### config.mk
export PLATFORM = sky130hd
export DESIGN_NAME = imm_gen_pipe
export DESIGN_NICKNAME = d
export VERILOG_FILES = /design/src/rtl/imm_gen_pipe.sv
export SDC_FILE = /design/constraint.sdc
export NUM_CORES = 1
export LEC_CHECK = 0
export CORE_ASPECT_RATIO = 1.25
export CORE_MARGIN = 1.5
export CORE_UTILIZATION = 47
export CTS_BUF_LIST = sky130_fd_sc_hd__clkbuf_2 sky130_fd_sc_hd__clkbuf_4 sky130_fd_sc_hd__clkbuf_8
export CTS_CLUSTER_SIZE = 24
export DETAILED_ROUTE_END_ITERATION = 6
export PLACE_DENSITY = 0.79
export SETUP_SLACK_MARGIN = 0.15
export SKIP_LAST_GASP = 1
export SLEW_MARGIN = 20
export SYNTH_ARGS = -nofsm -noshare
export SYNTH_HDL_FRONTEND = slang
export SYNTH_SLANG_ARGS = --single-unit
### constraint.sdc
create_clock -name clk -period 1.46 [get_ports clk]
set_clock_uncertainty 0.05 [all_clocks]
set_input_delay 0.292 -clock clk [delete_from_list [all_inputs] [get_ports clk]]
set_output_delay 0.292 -clock clk [all_outputs]
set_load 0.01 [all_outputs]
### src/rtl/imm_gen_pipe.sv
// Registered immediate generator for the decode stage.
// Extracts and extends RV32I/RV64I immediates (I, S, B, U, J, shift amount),
// flags illegal format selects, and decouples producer and consumer with an
// output register plus one skid entry so a stall never drops or repeats work.
module imm_gen_pipe #(
  parameter int XLEN      = 32,
  parameter int ERR_CNT_W = 8
) (
  input  logic                 clk,
  input  logic                 rst,
  input  logic                 flush,
  input  logic                 in_valid,
  output logic                 in_ready,
  input  logic [31:0]          Instr,
  input  logic [2:0]           ImmSrc,
  output logic                 out_valid,
  input  logic                 out_ready,
  output logic [XLEN-1:0]      ImmExt,
  output logic                 ImmErr,
  output logic [ERR_CNT_W-1:0] err_cnt
);

  localparam logic [2:0] SRC_I     = 3'b000;
  localparam logic [2:0] SRC_S     = 3'b001;
  localparam logic [2:0] SRC_B     = 3'b010;
  localparam logic [2:0] SRC_U     = 3'b011;
  localparam logic [2:0] SRC_J     = 3'b100;
  localparam logic [2:0] SRC_SHAMT = 3'b101;

  logic [31:0]     imm32;
  logic [XLEN-1:0] imm_ext;
  logic            in_illegal;
  logic            in_fire;
  logic            out_fire;

  logic                 or_valid_q, or_valid_d;
  logic [XLEN-1:0]      or_imm_q,   or_imm_d;
  logic                 or_err_q,   or_err_d;
  logic                 sk_valid_q, sk_valid_d;
  logic [XLEN-1:0]      sk_imm_q,   sk_imm_d;
  logic                 sk_err_q,   sk_err_d;
  logic [ERR_CNT_W-1:0] err_cnt_q,  err_cnt_d;

  assign in_illegal = (ImmSrc[2:1] == 2'b11);

  // Build the immediate as a 32-bit value; every format except the shift
  // amount sign-extends from bit 31, and the shift amount (and illegal zero)
  // always has bit 31 clear, so one sign extension covers all cases at XLEN=64.
  always_comb begin
    imm32 = 32'b0;
    unique case (ImmSrc)
      SRC_I:     imm32 = {{20{Instr[31]}}, Instr[31:20]};
      SRC_S:     imm32 = {{20{Instr[31]}}, Instr[31:25], Instr[11:7]};
      SRC_B:     imm32 = {{20{Instr[31]}}, Instr[7], Instr[30:25], Instr[11:8], 1'b0};
      SRC_U:     imm32 = {Instr[31:12], 12'b0};
      SRC_J:     imm32 = {{12{Instr[31]}}, Instr[19:12], Instr[20], Instr[30:21], 1'b0};
      SRC_SHAMT: imm32 = (XLEN == 64) ? {26'b0, Instr[25:20]} : {27'b0, Instr[24:20]};
      default:   imm32 = 32'b0;
    endcase
  end

  if (XLEN == 64) begin : g_x64
    assign imm_ext = {{32{imm32[31]}}, imm32};
  end else begin : g_x32
    assign imm_ext = imm32;
  end

  // in_ready depends only on the skid register, so it is a registered signal.
  assign in_ready = !sk_valid_q;
  assign in_fire  = in_valid && in_ready;
  assign out_fire = or_valid_q && out_ready;

  // Next-state for output register, skid register and illegal counter.
  always_comb begin
    or_valid_d = or_valid_q;
    or_imm_d   = or_imm_q;
    or_err_d   = or_err_q;
    sk_valid_d = sk_valid_q;
    sk_imm_d   = sk_imm_q;
    sk_err_d   = sk_err_q;
    err_cnt_d  = err_cnt_q;
    if (flush) begin
      or_valid_d = 1'b0;
      sk_valid_d = 1'b0;
    end else begin
      if (in_fire && in_illegal && (err_cnt_q != '1))
        err_cnt_d = err_cnt_q + ERR_CNT_W'(1);
      if (!or_valid_q || out_fire) begin
        if (sk_valid_q) begin
          // Older skid entry advances first to keep FIFO order.
          or_valid_d = 1'b1;
          or_imm_d   = sk_imm_q;
          or_err_d   = sk_err_q;
          sk_valid_d = 1'b0;
          if (in_fire) begin
            sk_valid_d = 1'b1;
            sk_imm_d   = imm_ext;
            sk_err_d   = in_illegal;
          end
        end else if (in_fire) begin
          or_valid_d = 1'b1;
          or_imm_d   = imm_ext;
          or_err_d   = in_illegal;
        end else begin
          or_valid_d = 1'b0;
        end
      end else if (in_fire) begin
        sk_valid_d = 1'b1;
        sk_imm_d   = imm_ext;
        sk_err_d   = in_illegal;
      end
    end
  end

  // State registers; reset wins over flush and clears data as well as valids.
  always_ff @(posedge clk) begin
    if (rst) begin
      or_valid_q <= 1'b0;
      or_imm_q   <= '0;
      or_err_q   <= 1'b0;
      sk_valid_q <= 1'b0;
      sk_imm_q   <= '0;
      sk_err_q   <= 1'b0;
      err_cnt_q  <= '0;
    end else begin
      or_valid_q <= or_valid_d;
      or_imm_q   <= or_imm_d;
      or_err_q   <= or_err_d;
      sk_valid_q <= sk_valid_d;
      sk_imm_q   <= sk_imm_d;
      sk_err_q   <= sk_err_d;
      err_cnt_q  <= err_cnt_d;
    end
  end

  assign out_valid = or_valid_q;
  assign ImmExt    = or_imm_q;
  assign ImmErr    = or_err_q;
  assign err_cnt   = err_cnt_q;

endmodule

# Yosys cells after proc, flatten, opt, wreduce, memory -nomap -nowiden
# Cells that the tools add are included.
# totals
register_bits	76
inputBits	40
output_inout_bits	43
wordCells	47
# classes
add_sub_neg	1
eq_ne	8
muxes	16
bitwise	1
n_reduce_logical	14
# op_table
op	n
32-bit case mux with 6 select lines	1
32-bit 2-to-1 mux	5
1-bit 2-to-1 mux	10
8-bit by 1-bit adder with 8-bit output (second input constant)	1
8-bit inequality test (second input constant)	1
3-bit by 2-bit equality test with 1-bit output (second input constant)	2
3-bit equality test (second input constant)	2
1-bit logical AND	4
2-bit AND reduction	2
2-bit nonzero test	2
3-bit by 1-bit equality test with 1-bit output (second input constant)	1
3-bit logical NOT	1
3-bit AND reduction	1
2-bit equality test (second input constant)	1
1-bit logical NOT	2
2-bit inequality test (second input constant)	1
2-bit OR reduction	1
1-bit logical OR	1
1-bit NOT	1

# Depth between registers and ports, before layout
# Gate-level depths: netlist of the first run.
# logic_depth
depth_word	5
ltp_mapped	7
ltp_nobuf	5

# Worst setup path before layout of the first run
# No wires, ideal clock.
# synth_path
kind	register to register
start	reg or_valid_q, in the netlist out_valid
end	reg or_imm_q[3], in the netlist ImmExt[3]
setup_time_ns	0.073
arrival_time_ns	1.543
required_ns	1.337
path_slack_ns	-0.206
path_stages_with_launch	7
path_buffers	2
period_less_slack_ns	1.666
cell_sequence	dfxtp_1 > nor2b_4 > or3_1 > buf_2 > or3_4 > buf_6 > o211ai_2
# synth_via
elab_chain_cells	3
word_cells_on_any_way	4
classes_between	reduce/logical: 4
# synth_rtl
item	line_no	rtl
from (decl)	36	logic or_valid_q, or_valid_d;
from (signal assigned)	126	or_valid_q <= or_valid_d;
1-bit logical NOT / 1-bit logical AND (equally long branches)	88, 71	
1-bit logical OR *	88	if (!or_valid_q || out_fire) begin
3-bit AND reduction (no source line) *	--	
to (signal assigned)	127	or_imm_q <= or_imm_d;
to (decl)	37	logic [XLEN-1:0] or_imm_q, or_imm_d;
# Every way passes the cells marked *; elsewhere a longest branch is shown, timed or not.
# A chain may end at the register's enable or synchronous reset.

# Worst setup path after layout of the first run
# layout_path
start	reg sk_valid_q
end	reg or_err_q, in the netlist ImmErr
# layout_via
elab_chain_cells	4
word_cells_on_any_way	5
classes_between	mux: 1; reduce/logical: 4
# layout_rtl
item	line_no	rtl
from (decl)	39	logic sk_valid_q, sk_valid_d;
from (signal assigned)	129	sk_valid_q <= sk_valid_d;
1-bit logical NOT	69	assign in_ready = !sk_valid_q;
1-bit logical AND	70	assign in_fire = in_valid && in_ready;
2-bit nonzero test (no source line)	--	
3-bit AND reduction (no source line)	--	
to (signal assigned)	128	or_err_q <= or_err_d;
to (decl)	38	logic or_err_q, or_err_d;
# Several ways; a longest one is shown, not always the timed one.

==> results of run 1 <==
[final timing paths]
kind | start | endpoint | slack [ns]
max | sk_valid_q | ImmErr | -0.23
min | flush | out_valid | 0.33
max reg2reg | sk_valid_q | ImmErr | -0.23
min reg2reg | sk_imm_q[5] | sk_imm_q[5] | 0.43
[power breakdown]
part | switching, W | internal, W
Clock | 0.000829 | 0.00140
Combinational | 0.000461 | 0.000387
Sequential | 0.0000373 | 0.00212
Total | 0.00133 | 0.00390
[cell type report]
cell class	count	area [um2]	share of cell area (%)
well taps	92	115	1.92
repair buffers	160	1650	27.6
clock buffers	12	153	2.55
clock inverters	4	120	2.01
inverters	9	38.8	0.648
flip-flops and latches	76	1550	25.8
multi-input cells	286	2360	39.5
[timing repair]
action	in CTS	in global routing
pin swaps	15	42
setup buffers	7	14
gates resized for setup	130	108
gates cloned	4	6
setup endpoints to repair	117	109
[metal layers]
metal | vias to the layer above | wire length (um)
met5 | - | 0
met4 | 0 | 749
met3 | 79 | 1160
met2 | 277 | 7390
met1 | 1982 | 5320
li1 | 1773 | -
[cells in the final DEF (no fill, tap or decap), types with 4 or more instances in the layout]
cell / n
a211oi_1: 10
a211oi_2: 21
a21oi_1: 21
a21oi_2: 21
a221oi_2: 5
buf_12: 10
buf_2: 5
buf_4: 48
buf_6: 22
bufinv_16: 4
clkbuf_16: 6
clkbuf_2: 15
clkbuf_8: 10
clkdlybuf4s15_1: 16
clkdlybuf4s50_1: 24
dfxtp_1: 64
dfxtp_2: 8
dfxtp_4: 4
dlygate4sd2_1: 7
inv_1: 7
nand2_1: 24
nand2b_1: 7
nand3_1: 5
nand3_2: 7
nand3b_1: 25
nand4b_1: 12
nor2_1: 43
nor2_2: 9
nor3_1: 8
o211ai_2: 10
o41ai_2: 7
o41ai_4: 4
or3_4: 4
[logic make-up after synthesis]
group                      after synthesis  synth area share, %
AOI/OAI and AO/OA                      116                 23.7
muxes                                    2                0.603
adders and majority gates                2                0.639
and+or+nand+nor                        164                 25.3
buffers and inverters                   49                 6.28
DFF                                     76                 43.2
xor gates and xnor gates                 1                0.249
[state kept, by name (all words and copies together), names as in the netlist]
| name | count |
|---|---|
| ImmExt | 32 |
| sk_valid_q | 1 |
| sk_imm_q | 32 |
| err_cnt | 8 |
| out_valid | 1 |
| ImmErr | 1 |
| sk_err_q | 1 |
[worst max-delay path, delay by kind of cell, from the launching register on]
kind                   cells  cell delay [ns]
AO/OA/AOI/OAI              1             0.31
AND/OR/NAND/NOR            3             0.62
buffers and inverters      1             0.19
flip-flops                 1             0.38
[metrics by stage]
step / util, % / instance area (um2)
after floorplan: - / 3870
after global placement: 67.5 / 4940
after detailed placement: 67.5 / 4940
after CTS: 74.5 / 5450
after global routing: 81.9 / 5990
final: 81.9 / 5990
==> impl_results.md, run 1 <==
- Initial DRC Count: 466
- Syn avg cell area: between 8 and 9 um2
- GR Layer Usage met1: between 30% and 40%
- Share of the synthesized area in the top cell type: 43.2%
- Failing checks: negative setup slack
- Seq cells post-synth: 76
- Synth unique cells: 44
- I/O pin count: 83
- Slew margin rel.: a little over two thirds
- Peak Freq: 591 MHz
- Mapped cell area: 0.00352 mm2
- Final hold slack: 0.330 ns
- Pwr dens: 873 mW/mm2
- Post-DP HPWL: 6830 um
- GR Util met2: 48.6%
- WS Path Type: reg2reg
- CP peak stage delay: between 0.4 and 0.5 ns
- VDD IR max: between 0.6 and 0.7 mV
- Synth Flop Type: dfxtp_1
- Initial antenna violation count: 0
- Initial core utilization: 48.2%
- Fin. Hold Viols: 0
- Synth top area cells: dfxtp_1, a211oi_1, a21oi_1
- Post-synth EDFFs: 0
- Hold-fix buffers, CTS: 0
- Met3 Resource Use GR: 6.09%
- Syn-to-layout area delta: 69.9%
- Startpoint Class: flop
- Largest area contributor in the netlist: dfxtp_1
- Clock Latency Late Sink: approximately 0.37 ns
- Die Y: 99.8 um
- Number of global-route vias before repair: approximately 3600
- Fin Setup TNS: -8.13 ns
- Final #Nets: 583
- Worst-case clock buffer depth: 2
- Slew of the pin with the lowest slew margin: 0.438 ns
- Diodes inserted: 0
- Period utilisation layout: 116%
- CTS tree: built
- Clock Tree Root: clkbuf_8
- H-tree depth: 3
- Status: finished with violations
- Number of detailed-route iterations in the first pass: 5
- Worst-path cell chain: nor2_2 > or3_4 > buf_6 > a211oi_2 > nor3_1
- All-Layer GR Usage: 29.4%
- Final wirelength: 14600 um
- Total Power: 0.00523 W
- Hold Path Class: in2reg
- Worst Path Required: about 1.7 ns
- Via count: 4111
- First-pass GRT wire length: 18100 um
- Cells after Synth: 410
- Row cnt: 35
- Count leader, synth: dfxtp_1
- WL per Instance: 22.9 um
- Buffers on Ports: 75
- Die width: 80.5 um
- # Max-Cap Violations: 0
- Net Count, Synth: 451
- Post-route DRC: 0
- Routed Antenna Nets: 0
- Leakage: about 2.3 nW
- Dpl cells: 592
- Post-DR vias/cell: between 6 and 7
- Filler cells: 372
- Crit-path max FO: 14
- Setup Viol. Count Final: 73
- Share of cells above drive strength 1: 46.6%
- Slowest-stage cell, CP: or3_4
- Hold Crit Depth: 2
- Core footprint: 0.00731 mm2
- Max-slew violations: 0
- TritonCTS buffer count: 9
- Worst slack at placement: -0.668 ns
- Top cells by count, synth: dfxtp_1, nor2_1, a21oi_1
- Crit end category: flop
- Tmin final: 1.69 ns
- RSZ-0062 raised after global routing: true
- GP Congestion: 0.800
- Clock sinks: 76
- Largest net degree at the start of global routing: 34
- Reg2reg path depth: 5
- Die area: between 0.008 and 0.009 mm2
- YS warnings: 0
- Final Non-Filler Cells: 639
- Total gr overflow: 0
- WP data arrival: 1.88 ns
- Sequential-to-total area share from yosys stat: 43.2%
- Post-synth ARST share: 0%
- Setup ws final: -0.231 ns
- Most Crowded Layer GR: met2
- CTS clk-pin slew, worst paths: 0.08 ns
(Power assumes the default switching activity.)
==> inputs of run 2 (changes only) <==
Settings changed: CORE_UTILIZATION 47 to 50, PLACE_DENSITY 0.79 to 0.8.
Clock period 1.46 ns to 2 ns, I/O delays scaled along.
==> impl_results.md, run 2 (synthesized netlist as in run 1, its figures left out) <==
- Status: finished, final reports clean
- Slew margin rel.: 72.6%
- Total Power: 0.00331 W
- Number of global-route vias before repair: around 3300
- RSZ-0062 raised after global routing: true
- Initial antenna violation count: 0
- Period utilisation layout: 90.9%
- Leakage: 1.68 nW
- CTS clk-pin slew, worst paths: 0.08 ns
- Startpoint Class: primary input
- Number of detailed-route iterations in the first pass: 5
- Largest net degree at the start of global routing: 46
- Fin area: 0.00478 mm2
- Crit end category: flop
- Tmin final: 1.82 ns
- Final wirelength: 9510 um
- Routed Antenna Nets: 0
- CTS tree: built
- Crit path buffers/inverters: 3
- Hold Path Class: in2reg
- First-pass GRT wire length: 15300 um
- Fin. Hold Viols: 0
- Post-DP HPWL: 6240 um
- Setup Viol. Count Final: 0
- Post-DR vias/cell: 5.85
- I/O pin count: 83
- FF-to-FF setup slack: 0.33 ns
- GP Congestion: 0.853
- Final #Nets: 527
- Max-slew violations: 0
- WS Path Type: in2reg
- Initial core utilization: 51.1%
- Syn-to-layout area delta: 35.5%
- Die area: 0.00757 mm2
- Die Y: 96.9 um
- Via count: 3395
- Clock Tree Root: clkbuf_8
- All-Layer GR Usage: 25.2%
- Critical path's top delay family: buffers and inverters
- Slew of the pin with the lowest slew margin: between 0.4 and 0.5 ns
- Filler cells: 545
- Hold Crit Depth: 2
- Slowest-stage cell, CP: clkdlybuf4s50_1
- WL per Instance: roughly 16 um
- H-tree depth: 3
- Buffers on Ports: 75
- Initial DRC Count: 234
- Die width: 78.1 um
- Row cnt: 34
- Clock Latency Late Sink: 0.35 ns
- Hold Path End: err_cnt[0]
- Post-route DRC: 0
- WP data arrival: 2.03 ns
- Core footprint: 0.00689 mm2
- CP peak stage delay: 0.47 ns
- Total gr overflow: 0
- VDD IR max: 0.532 mV
- Worst Path Required: around 2.2 ns
- Min-delay src: rst
- Reg2reg path depth: 6
- Setup Fix Bufs, Post-CTS: 0
- Diodes inserted: 0
- Share of cells above drive strength 1: 15.1%
- Crit-path max FO: 23
- Peak Freq: 550 MHz
- Pwr dens: 693 mW/mm2
- Clock sinks: 76
- Cell Area, Placed: 0.00448 mm2
- RR Startpoint: err_cnt[0]
- Most common cell after layout, fill and taps aside: dfxtp_1
- TritonCTS buffer count: 9
- # Max-Cap Violations: 0
- R2R Path End: err_cnt[3]
- Most frequent cells in the layout: dfxtp_1, clkdlybuf4s50_1, nor2_1, a21oi_1, a211oi_1
- Worst-case clock buffer depth: 2
- Worst-path cell chain: clkdlybuf4s50_1 > nor3b_4 > buf_4 > and2_2 > buf_12 > nor2_1 > a211oi_1
[run 2: changes by cell type in the layout (fill, tap and decap cells not counted), sizes merged]
| cell | delta |
|---|---|
| clkdlybuf4s15 | -19 |
| clkinvlp | +1 |
| clkinv | +2 |
| dlymetal6s2s | +3 |
| bufinv | -2 |
| clkbuf | -22 |
| or3 | -1 |
| clkdlybuf4s50 | +47 |
| buf | -59 |
| dlygate4sd2 | -7 |
[run 2: what timing repair did]
action	in CTS	in global routing
pin swaps	1	1
setup endpoints to repair	7	34
gates cloned	0	1
endpoints found under the hold margin	0	0
gates resized for setup	3	13
hold buffers	0	0
[run 2: final cells by class]
type | count | area, um2 | share of cell area [%]
Clock buffer | 10 | 131 | 2.75
Clock inverter | 5 | 77.6 | 1.62
Timing Repair Buffer | 105 | 1060 | 22.2
Sequential cell | 76 | 1530 | 31.9
Tap cell | 90 | 113 | 2.36
Inverter | 9 | 33.8 | 0.707
Multi-Input combinational cell | 285 | 1830 | 38.4
[run 2: worst max path at each step]
stage	from	to	slack, ns	cells after the start
final	in_valid	sk_imm_q[17]	0.18	7
after global placement	ImmSrc[1]	sk_imm_q[13]	-0.19	5
after CTS	err_cnt[3]	err_cnt[3]	0.16	1
after global routing	in_valid	sk_imm_q[2]	0.14	7
after detailed placement	ImmSrc[2]	sk_imm_q[17]	-0.28	5
after floorplan	ImmSrc[2]	sk_imm_q[23]	0.32	6
[run 2: per-stage QoR]
step / hold slack [ns] / setup TNS, ns / instances / setup slack, ns / util, %
2_1_floorplan: 0.382 / 0 / 410 / 0.321 / -
3_3_place_gp: 0.387 / -6.79 / 564 / -0.190 / 65.0
3_5_place_dp: 0.396 / -9.72 / 564 / -0.278 / 65.0
4_1_cts: 0.385 / 0 / 579 / 0.164 / 68.1
5_1_grt: 0.410 / 0 / 580 / 0.142 / 69.3
6_report: 0.401 / 0 / 580 / 0.181 / 69.3
[run 2: per-layer routing]
| metal | vias up | global-route usage (%) | share of wire [%] |
|---|---|---|---|
| met2 | 112 | 42.3 | 51 |
| li1 | 1645 | - | - |
| met3 | 23 | 4.91 | 5.2 |
| met1 | 1615 | 30.8 | 41 |
| met4 | 0 | 11.3 | 2.4 |
| met5 | - | 0 | 0 |
[run 2: where the power goes]
| group | leakage [nW] | switching (W) | internal, W |
|---|---|---|---|
| combinational | 0.958 | 0.000232 | 0.000230 |
| clock | 0.106 | 0.000568 | 0.000705 |
| sequential | 0.618 | 0.0000233 | 0.00155 |
==> inputs of run 3 (changes only) <==
Settings changed: CAP_MARGIN set to 15, SETUP_SLACK_MARGIN 0.15 to not set.
==> impl_results.md, run 3 (synthesized netlist as in run 1, its figures left out) <==
- Status: finished, final reports clean
- CTS clk-pin slew, worst paths: about 0.07 ns
- Period utilisation layout: between 90% and 100%
- Post-DR vias/cell: just under 6
- Tmin final: 1.90 ns
- Final wirelength: 9150 um
- Startpoint Class: flop
- Crit end category: output pin
- Syn-to-layout area delta: 33.2%
- Routed Antenna Nets: 0
- Initial core utilization: 51.1%
- TritonCTS buffer count: 9
- Cell Area, Placed: 0.00448 mm2
- CTS tree: built
- First-pass GRT wire length: between 15000 and 20000 um
- WP data arrival: 1.45 ns
- Number of global-route vias before repair: 3292
- Row cnt: 34
- Core footprint: a little under 0.007 mm2
- Most common cell after layout, fill and taps aside: dfxtp_1
- Fin. Hold Viols: 0
- Sequential share of power: a little under half
- Area occupied by multi-input gates: about 0.0018 mm2
- GP Congestion: around 0.85
- Total gr overflow: 0
- WS Path Type: reg2out
- Fin area: roughly 0.0047 mm2
- H-tree depth: 3
- Final Non-Filler Cells: 579
- Hold-fix buffers, CTS: 0
- Fin Setup TNS: 0 ns
- Clock Tree Root: clkbuf_8
- Crit-path max FO: 5
- Buffers on Ports: 75
- Leakage: 1.63 nW
- # Max-Cap Violations: 0
- Post-route DRC: 0
- Comb pwr share: 13.7%
- Die width: 78.1 um
- Peak Freq: 526 MHz
- WL per Instance: 15.8 um
- Die area: 0.00757 mm2
- Clock sinks: 76
- Filler cells: 570
- P_int: 0.00248 W
- Clock Latency Late Sink: 0.36 ns
- Sw power: about 0.00081 W
- Net Sw Frac: 24.6%
- CP peak stage delay: 0.50 ns
- Worst-path cell chain: inv_1 > clkdlybuf4s50_1
- Register area: 0.00152 mm2
- Max-slew violations: 0
- Setup ws final: approximately 0.10 ns
- Initial DRC Count: about 250
- Worst-case clock buffer depth: 2
- RSZ-0062 raised after global routing: false
- # resized after CTS: 0
- Dpl cells: between 500 and 600
- Most frequent cells in the layout: dfxtp_1, clkdlybuf4s50_1, nor2_1, a21oi_1, a211oi_1
- Via count: 3343
- Die Y: 96.9 um
- I/O pin count: 83
- Setup Fix Bufs, Post-CTS: 0
- Worst slack at placement: -0.278 ns
- Slew margin rel.: a little under three quarters
- Hold Path Class: reg2reg
- Clock share of power: 38.5%
- Share of cells above drive strength 1: approximately 13%
- Diodes inserted: 0
- Slew of the pin with the lowest slew margin: 0.419 ns
- Worst Path Required: 1.55 ns
- All-Layer GR Usage: roughly 25%
- Pwr dens: 702 mW/mm2
- Initial antenna violation count: 0
- Setup Viol. Count Final: 0
- Post-DP HPWL: 6240 um
- VDD IR max: approximately 0.53 mV
- Number of detailed-route iterations in the first pass: 4
- Largest net degree at the start of global routing: 46
- Slowest-stage cell, CP: clkdlybuf4s50_1
- Final hold slack: 0.405 ns
- Final #Nets: roughly 530
[run 3: cell types whose count changed in the layout (fill, tap and decap cells not counted), moves of 3 or more]
cell,delta
clkdlybuf4s50_1,+3
dfxtp_1,+3
dfxtp_2,-3
dlymetal6s2s_1,-3
o41ai_1,+3
o41ai_2,-3
[run 3: final timing paths]
path,end,cells after the start,slack (ns),start
max,in_ready,2,0.1,sk_valid_q
min,sk_imm_q[7],2,0.41,sk_imm_q[7]
max reg2reg,ImmExt[24],4,0.23,sk_valid_q
min reg2reg,sk_imm_q[7],2,0.41,sk_imm_q[7]
[run 3: power by group through the flow]
stage / Combinational, W / Sequential, W / Clock [W]
after floorplan: 0.000210 / 0.00162 / 0
after global placement: 0.000439 / 0.00161 / 0
after detailed placement: 0.000446 / 0.00161 / 0
after CTS: 0.000449 / 0.00158 / 0.00129
after global routing: 0.000486 / 0.00158 / 0.00135
final: 0.000451 / 0.00158 / 0.00127
[run 3: area by class of cell]
| type | instances | area share (%) |
|---|---|---|
| multi-input cells | 285 | 38.1 |
| repair buffers | 104 | 21.9 |
| inverters | 9 | 0.720 |
| well taps | 90 | 2.40 |
| flip-flops and latches | 76 | 32.4 |
| clock inverters | 5 | 1.65 |
| clock buffers | 10 | 2.80 |
[run 3: metrics by stage]
stage,total power (W),utilization [%]
4_1_cts,0.00331,68.0
6_report,0.00330,68.1
5_1_grt,0.00342,68.1
2_1_floorplan,0.00183,-
3_5_place_dp,0.00206,65.0
3_3_place_gp,0.00205,65.0
[run 3: layer usage]
metal / part of all wire (%) / global-route usage (%) / routed length, um / up-vias
li1: - / - / - / 1644
met1: 42 / 30.8 / 3800 / 1589
met2: 52 / 42.3 / 4720 / 91
met3: 4.4 / 4.91 / 405 / 19
met4: 2.4 / 11.3 / 223 / 0
met5: 0 / 0 / 0 / -
[run 3: critical path: cells and delay by family (launching register included)]
| family | cells | cell delay [ns] |
|---|---|---|
| buffers and inverters | 2 | 0.60 |
| flip-flops | 1 | 0.49 |
